## config.mk

```make
export PLATFORM = sky130hd
export DESIGN_NAME = controlador_barrido_flat
export DESIGN_NICKNAME = d
export VERILOG_FILES = /design/src/rtl/display_pkg.sv /design/src/rtl/controlador_barrido_if.sv /design/src/rtl/controlador_barrido_prescaler.sv /design/src/rtl/controlador_barrido.sv /design/src/flat_wrapper.sv
export SDC_FILE = /design/constraint.sdc
export NUM_CORES = 1
export LEC_CHECK = 0
export ABC_AREA = 1
export CAP_MARGIN = 20
export CORE_ASPECT_RATIO = 1.1
export CORE_MARGIN = 2
export CORE_UTILIZATION = 58
export DETAILED_ROUTE_END_ITERATION = 16
export GPL_ROUTABILITY_DRIVEN = 0
export PLACE_DENSITY = 0.8
export SKIP_LAST_GASP = 1
export SLEW_MARGIN = 10
export SYNTH_ARGS = -nofsm -noshare
export SYNTH_HDL_FRONTEND = slang
export SYNTH_HIERARCHICAL = 1
export SYNTH_SLANG_ARGS = --single-unit
```

## constraint.sdc

```tcl
create_clock -name i_Clk -period 3.97 [get_ports i_Clk]
set_input_delay 0.397 -clock i_Clk [delete_from_list [all_inputs] [get_ports i_Clk]]
set_output_delay 0.397 -clock i_Clk [all_outputs]
set_load 0.1 [all_outputs]
```

## src/rtl/display_pkg.sv

```systemverilog
// Shared definitions for the multiplexed 7-segment scan path.
// No logic: state encodings, digit count and default timing constants.
// Ports: none (package).
package display_pkg;

    typedef enum logic [1:0] {
        IDLE    = 2'd0,
        BLANCO  = 2'd1,
        MOSTRAR = 2'd2
    } estado_t;

    localparam int NUM_CIFRAS      = 4;
    localparam int DIV_BARRIDO_DEF = 12500;  // 50 MHz -> 4 kHz per digit
    localparam int T_BLANCO_DEF    = 250;    // anti-ghosting blank per slot

endpackage

```

## src/rtl/controlador_barrido_if.sv

```systemverilog
// Groups the scan controller's enable/load inputs and display outputs.
// Latency: none (wires only). Backpressure: none, outputs are free-running.
// Ports: master drives i_* and reads o_*; slave is the controller side.
interface controlador_barrido_if;
    import display_pkg::*;

    logic       i_Habilitar;
    logic       i_Cargar;
    logic [3:0] i_Datos1;
    logic [3:0] i_Datos2;
    logic [3:0] i_Datos3;
    logic [3:0] i_Datos4;
    logic [1:0] o_N_cifra;
    logic [3:0] o_Datos1;
    logic [3:0] o_Datos2;
    logic [3:0] o_Datos3;
    logic [3:0] o_Datos4;
    logic       o_Blanco;
    logic       o_Fin_trama;

    modport master (
        output i_Habilitar, i_Cargar, i_Datos1, i_Datos2, i_Datos3, i_Datos4,
        input  o_N_cifra, o_Datos1, o_Datos2, o_Datos3, o_Datos4, o_Blanco, o_Fin_trama
    );

    modport slave (
        input  i_Habilitar, i_Cargar, i_Datos1, i_Datos2, i_Datos3, i_Datos4,
        output o_N_cifra, o_Datos1, o_Datos2, o_Datos3, o_Datos4, o_Blanco, o_Fin_trama
    );

endinterface

```

## src/rtl/controlador_barrido_prescaler.sv

```systemverilog
// Per-digit slot prescaler: counts 0..DIV_BARRIDO-1 and wraps.
// Latency: flags are combinational from the count register. Backpressure: none.
// Ports: i_Clk, i_Rst_n, i_Clr (sync clear), o_Tc (last slot cycle), o_Fin_blanco (last blanked cycle).
module prescaler_barrido
    import display_pkg::*;
#(
    parameter int DIV_BARRIDO = DIV_BARRIDO_DEF,
    parameter int T_BLANCO    = T_BLANCO_DEF,
    localparam int ANCHO_CONT = $clog2(DIV_BARRIDO)
) (
    input  logic i_Clk,
    input  logic i_Rst_n,
    input  logic i_Clr,
    output logic o_Tc,
    output logic o_Fin_blanco
);

    localparam logic [ANCHO_CONT-1:0] ULTIMO     = ANCHO_CONT'(DIV_BARRIDO - 1);
    // With no blanking this value is never used (flag forced low below).
    localparam logic [ANCHO_CONT-1:0] ULT_BLANCO = ANCHO_CONT'((T_BLANCO == 0) ? 0 : T_BLANCO - 1);

    logic [ANCHO_CONT-1:0] cont_q, cont_d;

    always_comb begin
        cont_d = cont_q + ANCHO_CONT'(1);
        if (i_Clr || o_Tc) begin
            cont_d = '0;
        end
    end

    always_ff @(posedge i_Clk or negedge i_Rst_n) begin
        if (!i_Rst_n) begin
            cont_q <= '0;
        end else begin
            cont_q <= cont_d;
        end
    end

    assign o_Tc         = (cont_q == ULTIMO);
    // Marks the last count still below T_BLANCO, i.e. the blank ends after it.
    assign o_Fin_blanco = (T_BLANCO != 0) && (cont_q == ULT_BLANCO);

endmodule

```

## src/rtl/controlador_barrido.sv

```systemverilog
// Scan controller: steps the digit index per slot, blanks each slot start, double-buffers data per frame.
// Latency: all outputs registered, one cycle after the deciding edge. Backpressure: none; loads always accepted.
// Ports: i_Clk, i_Rst_n (async, active-low), bus (slave modport: enable/load/data in, digit/data/blank/frame out).
module controlador_barrido
    import display_pkg::*;
#(
    parameter int DIV_BARRIDO = DIV_BARRIDO_DEF,
    parameter int T_BLANCO    = T_BLANCO_DEF
) (
    input  logic                  i_Clk,
    input  logic                  i_Rst_n,
    controlador_barrido_if.slave  bus
);

    // Without a blanking interval every slot starts directly in MOSTRAR.
    localparam estado_t    ARRANQUE  = (T_BLANCO == 0) ? MOSTRAR : BLANCO;
    localparam logic [1:0] ULT_CIFRA = 2'(NUM_CIFRAS - 1);

    estado_t                         estado_q, estado_d;
    logic [1:0]                      cifra_q, cifra_d;
    logic [NUM_CIFRAS-1:0][3:0]      datos_q, datos_d;
    logic [NUM_CIFRAS-1:0][3:0]      pend_q, pend_d;
    logic                            pend_vld_q, pend_vld_d;
    logic                            blanco_q, blanco_d;
    logic                            fin_q, fin_d;
    logic                            borde_trama;
    logic                            presc_clr, presc_tc, presc_fin_blanco;
    logic [NUM_CIFRAS-1:0][3:0]      entrada;

    assign entrada = {bus.i_Datos4, bus.i_Datos3, bus.i_Datos2, bus.i_Datos1};

    // Held at 0 in IDLE so the first slot after enabling starts from count 0,
    // and cleared on the cycle enable drops so IDLE is entered with count 0.
    assign presc_clr = (estado_q == IDLE) || !bus.i_Habilitar;

    prescaler_barrido #(
        .DIV_BARRIDO (DIV_BARRIDO),
        .T_BLANCO    (T_BLANCO)
    ) u_prescaler (
        .i_Clk        (i_Clk),
        .i_Rst_n      (i_Rst_n),
        .i_Clr        (presc_clr),
        .o_Tc         (presc_tc),
        .o_Fin_blanco (presc_fin_blanco)
    );

    always_comb begin
        estado_d    = estado_q;
        cifra_d     = cifra_q;
        datos_d     = datos_q;
        pend_d      = pend_q;
        pend_vld_d  = pend_vld_q;
        borde_trama = 1'b0;

        case (estado_q)
            IDLE: begin
                if (bus.i_Habilitar) begin
                    estado_d = ARRANQUE;
                end
            end
            BLANCO: begin
                if (presc_fin_blanco) begin
                    estado_d = MOSTRAR;
                end
            end
            MOSTRAR: begin
                if (presc_tc) begin
                    estado_d    = ARRANQUE;
                    cifra_d     = cifra_q + 2'd1;
                    borde_trama = (cifra_q == ULT_CIFRA);
                end
            end
            default: begin
                estado_d = IDLE;
            end
        endcase

        // Disable wins over everything; an abandoned frame never counts as a wrap.
        if (!bus.i_Habilitar) begin
            estado_d    = IDLE;
            cifra_d     = 2'd0;
            borde_trama = 1'b0;
        end

        // Double buffer: data only reaches the outputs on a frame wrap.
        // A load coinciding with the wrap bypasses the pending buffer.
        if (borde_trama) begin
            if (bus.i_Cargar) begin
                datos_d = entrada;
            end else if (pend_vld_q) begin
                datos_d = pend_q;
            end
            pend_vld_d = 1'b0;
        end else if (bus.i_Cargar) begin
            pend_d     = entrada;
            pend_vld_d = 1'b1;
        end

        fin_d    = borde_trama;
        blanco_d = (estado_d != MOSTRAR);
    end

    always_ff @(posedge i_Clk or negedge i_Rst_n) begin
        if (!i_Rst_n) begin
            estado_q   <= IDLE;
            cifra_q    <= 2'd0;
            datos_q    <= '0;
            pend_q     <= '0;
            pend_vld_q <= 1'b0;
            blanco_q   <= 1'b1;
            fin_q      <= 1'b0;
        end else begin
            estado_q   <= estado_d;
            cifra_q    <= cifra_d;
            datos_q    <= datos_d;
            pend_q     <= pend_d;
            pend_vld_q <= pend_vld_d;
            blanco_q   <= blanco_d;
            fin_q      <= fin_d;
        end
    end

    assign bus.o_N_cifra   = cifra_q;
    assign bus.o_Datos1    = datos_q[0];
    assign bus.o_Datos2    = datos_q[1];
    assign bus.o_Datos3    = datos_q[2];
    assign bus.o_Datos4    = datos_q[3];
    assign bus.o_Blanco    = blanco_q;
    assign bus.o_Fin_trama = fin_q;

endmodule

```

## src/flat_wrapper.sv

```systemverilog
// flat-port wrapper written by rule: the top's interface ports become plain ports
module controlador_barrido_flat import display_pkg::*;
#(
    parameter int DIV_BARRIDO = DIV_BARRIDO_DEF,
    parameter int T_BLANCO    = T_BLANCO_DEF
)
  (i_Clk, i_Rst_n, bus_i_Habilitar, bus_i_Cargar, bus_i_Datos1, bus_i_Datos2, bus_i_Datos3, bus_i_Datos4, bus_o_N_cifra, bus_o_Datos1, bus_o_Datos2, bus_o_Datos3, bus_o_Datos4, bus_o_Blanco, bus_o_Fin_trama);
  controlador_barrido_if bus_i ();
  input  logic i_Clk;
  input  logic i_Rst_n;
  input wire logic [$bits(bus_i.i_Habilitar)-1:0] bus_i_Habilitar;
  input wire logic [$bits(bus_i.i_Cargar)-1:0] bus_i_Cargar;
  input wire logic [$bits(bus_i.i_Datos1)-1:0] bus_i_Datos1;
  input wire logic [$bits(bus_i.i_Datos2)-1:0] bus_i_Datos2;
  input wire logic [$bits(bus_i.i_Datos3)-1:0] bus_i_Datos3;
  input wire logic [$bits(bus_i.i_Datos4)-1:0] bus_i_Datos4;
  output wire logic [$bits(bus_i.o_N_cifra)-1:0] bus_o_N_cifra;
  output wire logic [$bits(bus_i.o_Datos1)-1:0] bus_o_Datos1;
  output wire logic [$bits(bus_i.o_Datos2)-1:0] bus_o_Datos2;
  output wire logic [$bits(bus_i.o_Datos3)-1:0] bus_o_Datos3;
  output wire logic [$bits(bus_i.o_Datos4)-1:0] bus_o_Datos4;
  output wire logic [$bits(bus_i.o_Blanco)-1:0] bus_o_Blanco;
  output wire logic [$bits(bus_i.o_Fin_trama)-1:0] bus_o_Fin_trama;
  assign bus_i.i_Habilitar = bus_i_Habilitar;
  assign bus_i.i_Cargar = bus_i_Cargar;
  assign bus_i.i_Datos1 = bus_i_Datos1;
  assign bus_i.i_Datos2 = bus_i_Datos2;
  assign bus_i.i_Datos3 = bus_i_Datos3;
  assign bus_i.i_Datos4 = bus_i_Datos4;
  assign bus_o_N_cifra = bus_i.o_N_cifra;
  assign bus_o_Datos1 = bus_i.o_Datos1;
  assign bus_o_Datos2 = bus_i.o_Datos2;
  assign bus_o_Datos3 = bus_i.o_Datos3;
  assign bus_o_Datos4 = bus_i.o_Datos4;
  assign bus_o_Blanco = bus_i.o_Blanco;
  assign bus_o_Fin_trama = bus_i.o_Fin_trama;
  controlador_barrido #(.DIV_BARRIDO(DIV_BARRIDO), .T_BLANCO(T_BLANCO)) u_core (.i_Clk(i_Clk), .i_Rst_n(i_Rst_n), .bus(bus_i));
endmodule
```

==> impl_metrics.ini <==
[outcome]
status = finished, final reports clean

[logic_synthesis]
syn_area_per_cell_um2 = 8.01
async_reset_ff_frac = 1.00
synth-edff-count = 0
syn_area_um2 = 2740
yosysUniqueCellTypes = 28
yosys_warnings = 6
synth_seq_cells = 53
ys.flop_type = dfrtp_1
syn_inst = 342
seq_area_frac_synth = 0.485
synth_fp_nets = 366

[grt]
gr-total-overflow = 0
antenna_found_initial = 0
grt_pass1_wl_mm = 9.61
grt.total_usage = 0.223
grt_pass1_vias = 2227
grt_max_degree = 54

[power_and_ir_drop]
power_density_nw_per_um2 = 293
max-vdd-ir-drop_mv = 0.214
leakage_uw = 0.00160

[route]
dr.pass1.iters = 4
wl_per_cell_um = 11.8
ant_nets = 0
vias = 2220
remaining_drc_errors = 0
drt-vias-per-instance = 5.09
routed_wl_mm = 5.16
dr.first_iter.drc_count = 165

[setup_path]
cp_top_family = buffers and inverters
r2r-start = u_core/u_prescaler/cont_q[0]$_DFF_PN0_
worstReg2RegEnd = u_core/pend_q[5]$_DFFE_PN0P_
reg2reg_depth = 11
endpoint_kind = output port
r2r_slack_ns = 1.84
cp.required_ns = 3.57
cp_num_buf_inv = 1
crit_path_start_kind = register
crit_start = u_core/bus.o_Blanco$_DFF_PN1_
crit_type = register to output port
critPathMaxFanout = 1
slowest_delay_ns = 1.13
slowest_stage = clkdlybuf4s50_1
arrival_ns = 1.97
crit_chain = clkdlybuf4s50_1

[floorplan]
fp.dieW_um = 69.5
initial_utilization = 0.597
pin_count = 40
dieArea_um2 = 5290
placement_rows = 26
coreArea_um2 = 4590
die_h_um = 76.1

[clock_tree]
htreeDepth = 2
clk_path_buf_depth = 2
clock_sinks = 53
cts_setup_buffers = 0
ctsHoldBuffers = 0
clk_pin_slew_ns = 0.09
worstSkewPairLatency_ns = 0.31
cts_buffers = 5
postCtsResizedCells = 0
cts_tree = built
clock-root-buffer = clkbuf_8

[final_layout]
layout_commonest_cell = nand2_1
fillers = 394
final_cell_area_um2 = 3210
area_growth_syn_to_layout_pct = 17.2
layout_common_cells = 142 x nand2_1, 52 x dfrtp_1, 42 x nand3_1
nets = 403
layout-drive-gt1-share = 0.111
diodes = 0

[sta]
clock-skew-final_ns = 0.00518
max_freq_mhz = 423
period_needed_ns = 2.37
hold_viol = 0
setup_viol = 0
slew_violations = 0
relSlewSlack = 0.344
rsz0062_at_grt = false
worstMarginPinSlew_ns = 0.981
final.period_utilization = 0.596
setup_tns_ns = 0

[flow_run]
max-cap-violations = 0

[min_path]
min_path_type = input pin to asynchronous set/reset pin

[placed_design]
dpl_cell_area_um2 = 3130
place_hpwl_mm = 3.88
portBuffers = 39
cell type report:
cell class / instances / area [um^2] / share of cell area
clock inverter: 2 / 10.0 / 0.00312
multi-input combinational: 255 / 1240 / 0.387
clock buffer: 6 / 72.6 / 0.0226
inverter: 23 / 86.3 / 0.0269
tap: 56 / 70.1 / 0.0218
timing repair buffer: 41 / 400 / 0.125
sequential: 53 / 1330 / 0.414
stage by stage:
stage | worst slack (ns) | power [uW] | hold WS (ns) | cells | util
floorplan | 2.03 | 621 | 0.101 | 342 | -
global placement | 1.88 | 657 | 0.454 | 428 | 0.682
detailed placement | 1.84 | 660 | 0.459 | 428 | 0.682
CTS | 1.59 | 951 | 0.216 | 436 | 0.700
global route | 1.56 | 987 | 0.274 | 436 | 0.700
finish | 1.60 | 942 | 0.200 | 436 | 0.700
synthesized netlist by cell type (2+ instances only):
master	number	area [um^2]
buf_6	2	22.5
nand3_1	42	210
nand2_2	4	25.0
buf_2	5	25.0
nor2_2	17	106
o21ai_0	2	10.0
dfrtp_1	52	1300
xor2_1	4	35.0
inv_2	2	7.51
inv_1	21	78.8
xnor2_1	4	35.0
nand3_4	2	35.0
nor2_1	18	67.6
buf_1	2	7.51
ha_1	4	50.1
nand2_1	142	533
nand2_4	3	33.8
nand4_1	6	37.5
logic make-up (layout without fill, tap and decap cells):
group | after synthesis | in the layout | synth area share
flops | 53 | 53 | 0.485
fa+ha+maj | 4 | 4 | 0.0183
simple gates | 239 | 239 | 0.402
compound gates | 4 | 4 | 0.00822
xor+xnor | 8 | 8 | 0.0256
buf+inv | 34 | 72 | 0.0617
worst max path at each step:
stage / endpoint / slack, ns / cells past startpoint
after floorplan: u_core/pend_q[0]$_DFFE_PN0P_ / 2.03 / 7
after global placement: u_core/pend_q[6]$_DFFE_PN0P_ / 1.88 / 11
after detailed placement: u_core/pend_q[5]$_DFFE_PN0P_ / 1.84 / 11
after CTS: bus_o_Blanco / 1.59 / 1
after global routing: u_core/pend_q[12]$_DFFE_PN0P_ / 1.56 / 11
final: bus_o_Blanco / 1.60 / 1
flip-flops by register name, indices dropped and copies added (netlist names):
name	cells
u_core/pend_q	16
u_core/u_prescaler/cont_q	14
u_core/bus.o_Datos1	4
u_core/bus.o_Datos2	4
u_core/bus.o_Datos3	4
u_core/bus.o_Datos4	4
u_core/bus.o_N_cifra	2
u_core/estado_q	2
u_core/bus.o_Blanco	1
u_core/bus.o_Fin_trama	1
u_core/pend_vld_q	1
report_power, final:
| group | internal, uW | switching, uW | leakage [uW] |
|---|---|---|---|
| registers | 555 | 10.3 | 0.000700 |
| logic | 34.5 | 47.9 | 0.000859 |
| clock network | 123 | 171 | 0.0000450 |
| total | 712 | 229 | 0.00160 |
metal layers:
metal  global-route usage  share of wire  vias up
li1                     -              -     1141
met1                0.269           0.41     1022
met2                0.390           0.53       45
met3               0.0278          0.032       12
met4                0.116          0.025        0
met5                    0              0        -
(Power assumes the default switching activity.)
